### src/rtl/upg_pkg.sv
`default_nettype none
// ============================================================================
//  Module      : upg_pkg
//  Description : Shared types and constants for the UART program loader.
//                Optional checksum stage is enabled by UPG_CHECKSUM_EN.
//  Revision    : 1.0
// ============================================================================
package upg_pkg;

    // Loader sequencing states
    typedef enum logic [2:0] {
        IDLE = 3'd0,
        HDR0 = 3'd1,
        HDR1 = 3'd2,
        DATA = 3'd3,
        CHK  = 3'd4,
        DONE = 3'd5,
        ERR  = 3'd6
    } upg_state_e;

    // First word address of data memory (address MSB set)
    localparam logic [14:0] UPG_DMEM_BASE = 15'h4000;

    // Header carries a 16-bit little-endian word count
    localparam int UPG_HDR_BYTES = 2;

endpackage
`default_nettype wire

### src/rtl/upg_word_assembler.sv
`default_nettype none
// ============================================================================
//  Module      : upg_word_assembler
//  Description : Packs a byte stream into 32-bit little-endian words. The
//                word is presented combinationally together with the fourth
//                byte so the caller can register it in the same edge.
//  Revision    : 1.0
// ============================================================================
module upg_word_assembler
    import upg_pkg::*;
(
    input  logic        clk,
    input  logic        rst,
    input  logic        i_clr,
    input  logic        i_byte_valid,
    input  logic [7:0]  i_byte_data,
    output logic        o_word_ready,
    output logic [31:0] o_word_data
);

    logic [23:0] shift_q, shift_d;
    logic [1:0]  idx_q,   idx_d;

    // Fourth byte completes the word; earlier bytes already sit in shift_q
    assign o_word_ready = i_byte_valid && (idx_q == 2'd3);
    assign o_word_data  = {i_byte_data, shift_q};

    // Next-state: new bytes enter at the top so byte0 ends up in bits 7:0
    always_comb begin
        shift_d = shift_q;
        idx_d   = idx_q;
        if (i_clr) begin
            shift_d = '0;
            idx_d   = '0;
        end else if (i_byte_valid) begin
            shift_d = {i_byte_data, shift_q[23:8]};
            idx_d   = idx_q + 2'd1;
        end
    end

    // Byte shift register and index flops
    always_ff @(posedge clk) begin
        if (rst) begin
            shift_q <= '0;
            idx_q   <= '0;
        end else begin
            shift_q <= shift_d;
            idx_q   <= idx_d;
        end
    end

endmodule
`default_nettype wire

### src/rtl/upg_loader_ctrl.sv
`default_nettype none
// ============================================================================
//  Module      : upg_loader_ctrl
//  Description : UART download sequencer. Receives a 2-byte word count and
//                the word payload, writes each word to the upg_* memory port
//                with an auto-incrementing address while holding the CPU.
//                Define UPG_CHECKSUM_EN to add a trailing checksum byte check.
//  Revision    : 1.0
// ============================================================================
module upg_loader_ctrl
    import upg_pkg::*;
#(
    parameter int ADDR_W         = 15,
    parameter int TIMEOUT_CYCLES = 5000000,
    parameter int MAX_WORDS      = 32768
) (
    input  logic              clk,
    input  logic              rst,
    input  logic              prog_start,
    input  logic              rx_valid,
    input  logic [7:0]        rx_data,
    output logic              cpu_hold,
    output logic              upg_wen_o,
    output logic [ADDR_W-1:0] upg_adr_o,
    output logic [31:0]       upg_dat_o,
    output logic              upg_done_o,
    output logic              busy,
    output logic              err
);

    localparam int              TMO_W    = $clog2(TIMEOUT_CYCLES + 1);
    localparam logic [TMO_W-1:0] TMO_LAST = TMO_W'(TIMEOUT_CYCLES - 1);

    upg_state_e        state_q,  state_d;
    logic              start_prev_q;
    logic [15:0]       n_q,      n_d;
    logic [15:0]       wcount_q, wcount_d;
    logic [ADDR_W-1:0] addr_q,   addr_d;
    logic [TMO_W-1:0]  tmo_q,    tmo_d;
    logic              wen_q,    wen_d;
    logic [ADDR_W-1:0] adr_q,    adr_d;
    logic [31:0]       dat_q,    dat_d;
`ifdef UPG_CHECKSUM_EN
    logic [7:0]        sum_q,    sum_d;
    logic [7:0]        w_sum_next;
    logic              w_sum_ok;
`endif

    logic        w_busy;
    logic        w_start;
    logic        w_last_pulse;
    logic        w_asm_valid;
    logic        w_word_ready;
    logic [31:0] w_word;
    logic [15:0] w_n_full;

    assign w_busy  = (state_q == HDR0) || (state_q == HDR1) ||
                     (state_q == DATA) || (state_q == CHK);
    assign w_start = prog_start && !start_prev_q && !w_busy;

    // The pulse cycle of the final word: counter has already reached N
    assign w_last_pulse = wen_q && (wcount_q == n_q);

    // Bytes after the final word are never part of the payload
    assign w_asm_valid = rx_valid && (state_q == DATA) && !w_last_pulse;
    assign w_n_full    = {rx_data, n_q[7:0]};

`ifdef UPG_CHECKSUM_EN
    assign w_sum_next = sum_q + rx_data;
    assign w_sum_ok   = (w_sum_next == 8'h00);
`endif

    upg_word_assembler u_asm (
        .clk          (clk),
        .rst          (rst),
        .i_clr        (w_start),
        .i_byte_valid (w_asm_valid),
        .i_byte_data  (rx_data),
        .o_word_ready (w_word_ready),
        .o_word_data  (w_word)
    );

    // Next-state, counters, write port and timeout
    always_comb begin
        state_d  = state_q;
        n_d      = n_q;
        wcount_d = wcount_q;
        addr_d   = addr_q;
        tmo_d    = tmo_q;
        wen_d    = 1'b0;
        adr_d    = adr_q;
        dat_d    = dat_q;
`ifdef UPG_CHECKSUM_EN
        sum_d    = sum_q;
`endif
        if (w_busy) begin
            tmo_d = rx_valid ? '0 : tmo_q + TMO_W'(1);
        end

        case (state_q)
            IDLE, DONE, ERR: begin
                if (w_start) begin
                    state_d  = HDR0;
                    n_d      = '0;
                    wcount_d = '0;
                    addr_d   = '0;
                    tmo_d    = '0;
`ifdef UPG_CHECKSUM_EN
                    sum_d    = '0;
`endif
                end
            end
            HDR0: begin
                if (rx_valid) begin
                    n_d[7:0] = rx_data;
                    state_d  = HDR1;
`ifdef UPG_CHECKSUM_EN
                    sum_d    = w_sum_next;
`endif
                end
            end
            HDR1: begin
                if (rx_valid) begin
                    n_d[15:8] = rx_data;
`ifdef UPG_CHECKSUM_EN
                    sum_d     = w_sum_next;
`endif
                    if (w_n_full == 16'd0)
                        state_d = DONE;
                    else if ({16'd0, w_n_full} > 32'(MAX_WORDS))
                        state_d = ERR;
                    else
                        state_d = DATA;
                end
            end
            DATA: begin
                if (w_word_ready) begin
                    wen_d    = 1'b1;
                    adr_d    = addr_q;
                    dat_d    = w_word;
                    addr_d   = addr_q + ADDR_W'(1);
                    wcount_d = wcount_q + 16'd1;
                end
`ifdef UPG_CHECKSUM_EN
                if (w_asm_valid) begin
                    sum_d = w_sum_next;
                end
                // A byte landing in the final pulse cycle is the checksum
                if (w_last_pulse) begin
                    if (rx_valid)
                        state_d = w_sum_ok ? DONE : ERR;
                    else
                        state_d = CHK;
                end
`else
                if (w_last_pulse) begin
                    state_d = DONE;
                end
`endif
            end
`ifdef UPG_CHECKSUM_EN
            CHK: begin
                if (rx_valid) begin
                    state_d = w_sum_ok ? DONE : ERR;
                end
            end
`endif
            default: state_d = IDLE;
        endcase

        // Stalled link aborts; words already written are left in place
        if (w_busy && !rx_valid && (tmo_q == TMO_LAST)) begin
            state_d = ERR;
        end
    end

    // State and datapath registers
    always_ff @(posedge clk) begin
        if (rst) begin
            state_q      <= IDLE;
            start_prev_q <= 1'b0;
            n_q          <= '0;
            wcount_q     <= '0;
            addr_q       <= '0;
            tmo_q        <= '0;
            wen_q        <= 1'b0;
            adr_q        <= '0;
            dat_q        <= '0;
        end else begin
            state_q      <= state_d;
            start_prev_q <= prog_start;
            n_q          <= n_d;
            wcount_q     <= wcount_d;
            addr_q       <= addr_d;
            tmo_q        <= tmo_d;
            wen_q        <= wen_d;
            adr_q        <= adr_d;
            dat_q        <= dat_d;
        end
    end

`ifdef UPG_CHECKSUM_EN
    // Running 8-bit checksum of header and payload bytes
    always_ff @(posedge clk) begin
        if (rst) sum_q <= '0;
        else     sum_q <= sum_d;
    end
`endif

    assign busy       = w_busy;
    assign cpu_hold   = w_busy;
    assign upg_done_o = !w_busy;
    assign err        = (state_q == ERR);
    assign upg_wen_o  = wen_q;
    assign upg_adr_o  = adr_q;
    assign upg_dat_o  = dat_q;

endmodule
`default_nettype wire

### config.mk
export PLATFORM = sky130hd
export DESIGN_NAME = upg_loader_ctrl
export DESIGN_NICKNAME = d
export VERILOG_FILES = /design/src/rtl/upg_pkg.sv /design/src/rtl/upg_word_assembler.sv /design/src/rtl/upg_loader_ctrl.sv
export SDC_FILE = /design/constraint.sdc
export NUM_CORES = 1
export LEC_CHECK = 0
export ABC_AREA = 0
export CORE_MARGIN = 4
export CORE_UTILIZATION = 52
export CTS_BUF_LIST = sky130_fd_sc_hd__clkbuf_8
export DETAILED_ROUTE_END_ITERATION = 10
export PLACE_DENSITY = 0.76
export SYNTH_ARGS = -nofsm -noshare
export SYNTH_HDL_FRONTEND = slang
export SYNTH_SLANG_ARGS = --single-unit
### constraint.sdc
create_clock -name clk -period 1.7 [get_ports clk]
set_clock_uncertainty 0.05 [all_clocks]
set_input_delay 0.17 -clock clk [delete_from_list [all_inputs] [get_ports clk]]
set_output_delay 0.17 -clock clk [all_outputs]
set_load 0.05 [all_outputs]
==> impl_metrics.json <==
{
  "status": "finished, violations left",
  "violations": "negative setup slack",
  "rows": 41,
  "leakage_nw": 3.989,
  "critPathKind": "flip-flop to flip-flop",
  "p_int_mw": 6.679,
  "dp_hpwl_um": 13360,
  "place.gp.congestion": 0.8654,
  "min_path_type": "input port to flip-flop",
  "antenna_cells": 0,
  "seqPwrFrac_pct": 35.8,
  "clkLatencyLatePin_ns": 0.49,
  "setup_viol": 123,
  "layout.cells.most_common": "buf_4",
  "layout_common_cells": "buf_4, dfxtp_1, nand2_1",
  "worst_setup_path_end_kind": "flip-flop",
  "fin_area_um2": 10310,
  "initial_core_util_pct": 53.00,
  "ant_nets": 0,
  "final_layout_size_suffix_gt1_share_pct": 44.65,
  "crit_chain": "xnor2_1, nand3_1, nor3_4, buf_4, a211oi_4, buf_12, buf_12, mux2i_2, nor2_1",
  "slew_violations": 0,
  "grt_pass1_wl_um": 36960,
  "timing.hold.ws_ns": 0.1565,
  "regArea_um2": 2999,
  "period_minus_slack_ns": 2.122,
  "switchingPower_mw": 3.620,
  "cp_slowest_cell": "dfxtp_1",
  "p_total_mw": 10.30,
  "cts_buffers": 17,
  "grtUsageMet1_pct": 38.85,
  "wl_per_cell_um": 22.50,
  "finalNetCount": 1022,
  "drc": 0,
  "dr.pass1.iters": 6,
  "track_usage_pct": 31.82,
  "h-tree-depth": 4,
  "setup_slack_ns": -0.4215,
  "cp_common_cell": "buf_12",
  "synth.avg_cell_area_um2": 8.255,
  "grt_setup_unrepaired": "true",
  "worst_pin_slew_ns": 0.6158,
  "cp_top_family": "simple AND/OR/NAND/NOR gates",
  "crit_path_start_kind": "flip-flop",
  "drt_iter0_drc": 957,
  "arrival_ns": 2.43,
  "clock_sinks": 148,
  "coreArea_um2": 12570,
  "p_per_area_nw_per_um2": 998.9,
  "grt_use_met2_pct": 54.25,
  "fmax_mhz": 471.4,
  "grt_start_max_net_pins": 46,
  "via_per_inst": 6.441,
  "pwr-share-comb_pct": 34.2,
  "cts_tree": "done",
  "cp_max_fo": 7,
  "portBuffers": 63,
  "syn_inst": 807,
  "overflow": 0,
  "finalSetupTns_ns": -31.11,
  "swShare_pct": 35.15,
  "ys_types": 55,
  "die_area_um2": 14680,
  "clockBufferDepth": 2,
  "synth_edf_count": 0,
  "multiInputGateArea_um2": 4335,
  "syn_nets": 823,
  "netlist_area_um2": 6661,
  "max-slew-margin-rel_pct": 58.94,
  "root_buffer": "clkbuf_8",
  "cap_violations": 0,
  "wirelength_um": 26800,
  "ys_ff_latch": 148,
  "pwr-share-clk_pct": 29.9,
  "antenna_found_initial": 0,
  "die_y_um": 121.2,
  "cpPeakStageDelay_ns": 0.34,
  "seq_area_frac_synth_pct": 44.48,
  "post-route-period-util_pct": 124.8,
  "route.vias.total": 7671,
  "cp_data_required_time_ns": 2.01,
  "area_growth_pct": 54.79,
  "final_hold_viol_count": 0,
  "nFillCells": 613,
  "async_flop_share_pct": 0,
  "cts.clk_slew.worst_paths_ns": 0.10,
  "dpl_cell_area_um2": 8379,
  "synth_flop_cell": "dfxtp_1",
  "grtUsageMet3_pct": 7.040,
  "busiest_layer": "met2",
  "cp.buffers_inverters": 3,
  "ir_drop_mv": 0.6746,
  "die_x_um": 121.2,
  "yosys_warnings": 0,
  "grt_pass1_vias": 7161,
  "io_pins": 64
}
power groups by stage:
stage	Clock (mW)	Combinational (mW)	Sequential [mW]
after floorplan	0	1.50	3.69
after detailed placement	0	2.61	3.72
after global placement	0	2.55	3.71
after global routing	3.20	3.69	3.70
final	3.08	3.53	3.69
after CTS	3.00	3.12	3.67
worst paths after layout:
path                                   start               end  slack, ns  depth (start not counted)
worst min-delay path                     rst          tmo_q[3]       0.16                          3
worst min register to register  upg_adr_o[6]      upg_adr_o[6]       0.41                          2
worst max-delay path                  n_q[0]  u_asm.shift_q[9]      -0.42                          9
worst max register to register        n_q[0]  u_asm.shift_q[9]      -0.42                          9
routing by layer:
metal / up-vias / share of wire [%]
met3: 200 / 9.9
met2: 599 / 48
li1: 3243 / -
met1: 3629 / 35
met4: 0 / 6.4
met5: - / 0
state kept, by name, indices dropped and copies added, names as in the netlist:
signal	count
upg_wen_o	1
wcount_q	16
tmo_q	23
u_asm.shift_q	24
n_q	16
upg_adr_o	15
addr_q	15
start_prev_q	1
u_asm.idx_q	2
state_q	3
upg_dat_o	32
worst min-delay path, cell delays in order:
cell and delay (ns):
buf_2 0.19, nor2_2 0.14, and2_1 0.15
timing repair:
item,CTS,global route
pin swaps,55,46
hold buffers,0,0
setup buffers,25,3
setup endpoints to repair,147,149
cloned,10,2
endpoints found under the hold margin,0,0
resized for setup,133,119
Yosys cell counts, types with 8 or more instances:
library cell / count / share of area (%)
dfxtp_1: 148 / 44
nand4_1: 11 / 1.0
clkbuf_1: 28 / 1.6
a22oi_1: 8 / 0.90
buf_2: 13 / 0.98
and3_1: 9 / 0.85
nor4_1: 12 / 1.1
a21oi_1: 103 / 7.7
nor3_1: 16 / 1.2
o21ai_0: 12 / 0.90
nand2_1: 155 / 8.7
nand3_1: 45 / 3.4
mux2i_1: 37 / 5.6
xnor2_1: 18 / 2.4
a31oi_1: 16 / 1.5
nor2_1: 74 / 4.2
per-stage QoR:
stage          std cells  util (%)  setup WS, ns
2_1_floorplan        807         -      -0.07576
3_3_place_gp        1125     66.67       -0.3921
3_5_place_dp        1125     66.67       -0.4099
4_1_cts             1191     78.04       -0.2826
5_1_grt             1191     82.04       -0.4700
6_report            1191     82.04       -0.4215
cells by family (layout without fill, tap and decap cells):
family / after synthesis / count (layout) / synth area share [%]
adder cells (fa/ha/maj): 4 / 4 / 0.7513
AND/OR/NAND/NOR: 355 / 355 / 24.66
flip-flops: 148 / 148 / 44.48
AO/OA/AOI/OAI: 173 / 173 / 15.38
multiplexers: 44 / 44 / 6.743
XOR/XNOR: 23 / 23 / 3.024
buffers and inverters: 60 / 272 / 4.959
layout make-up:
type	instances	share of cell area, %
Inverter	7	0.3034
Sequential cell	148	29.09
Timing Repair Buffer	233	22.34
Multi-Input combinational cell	599	42.05
Clock buffer	17	2.269
Clock inverter	15	1.869
Tap cell	172	2.087
Note: power is estimated with default switching activity, not from simulation.
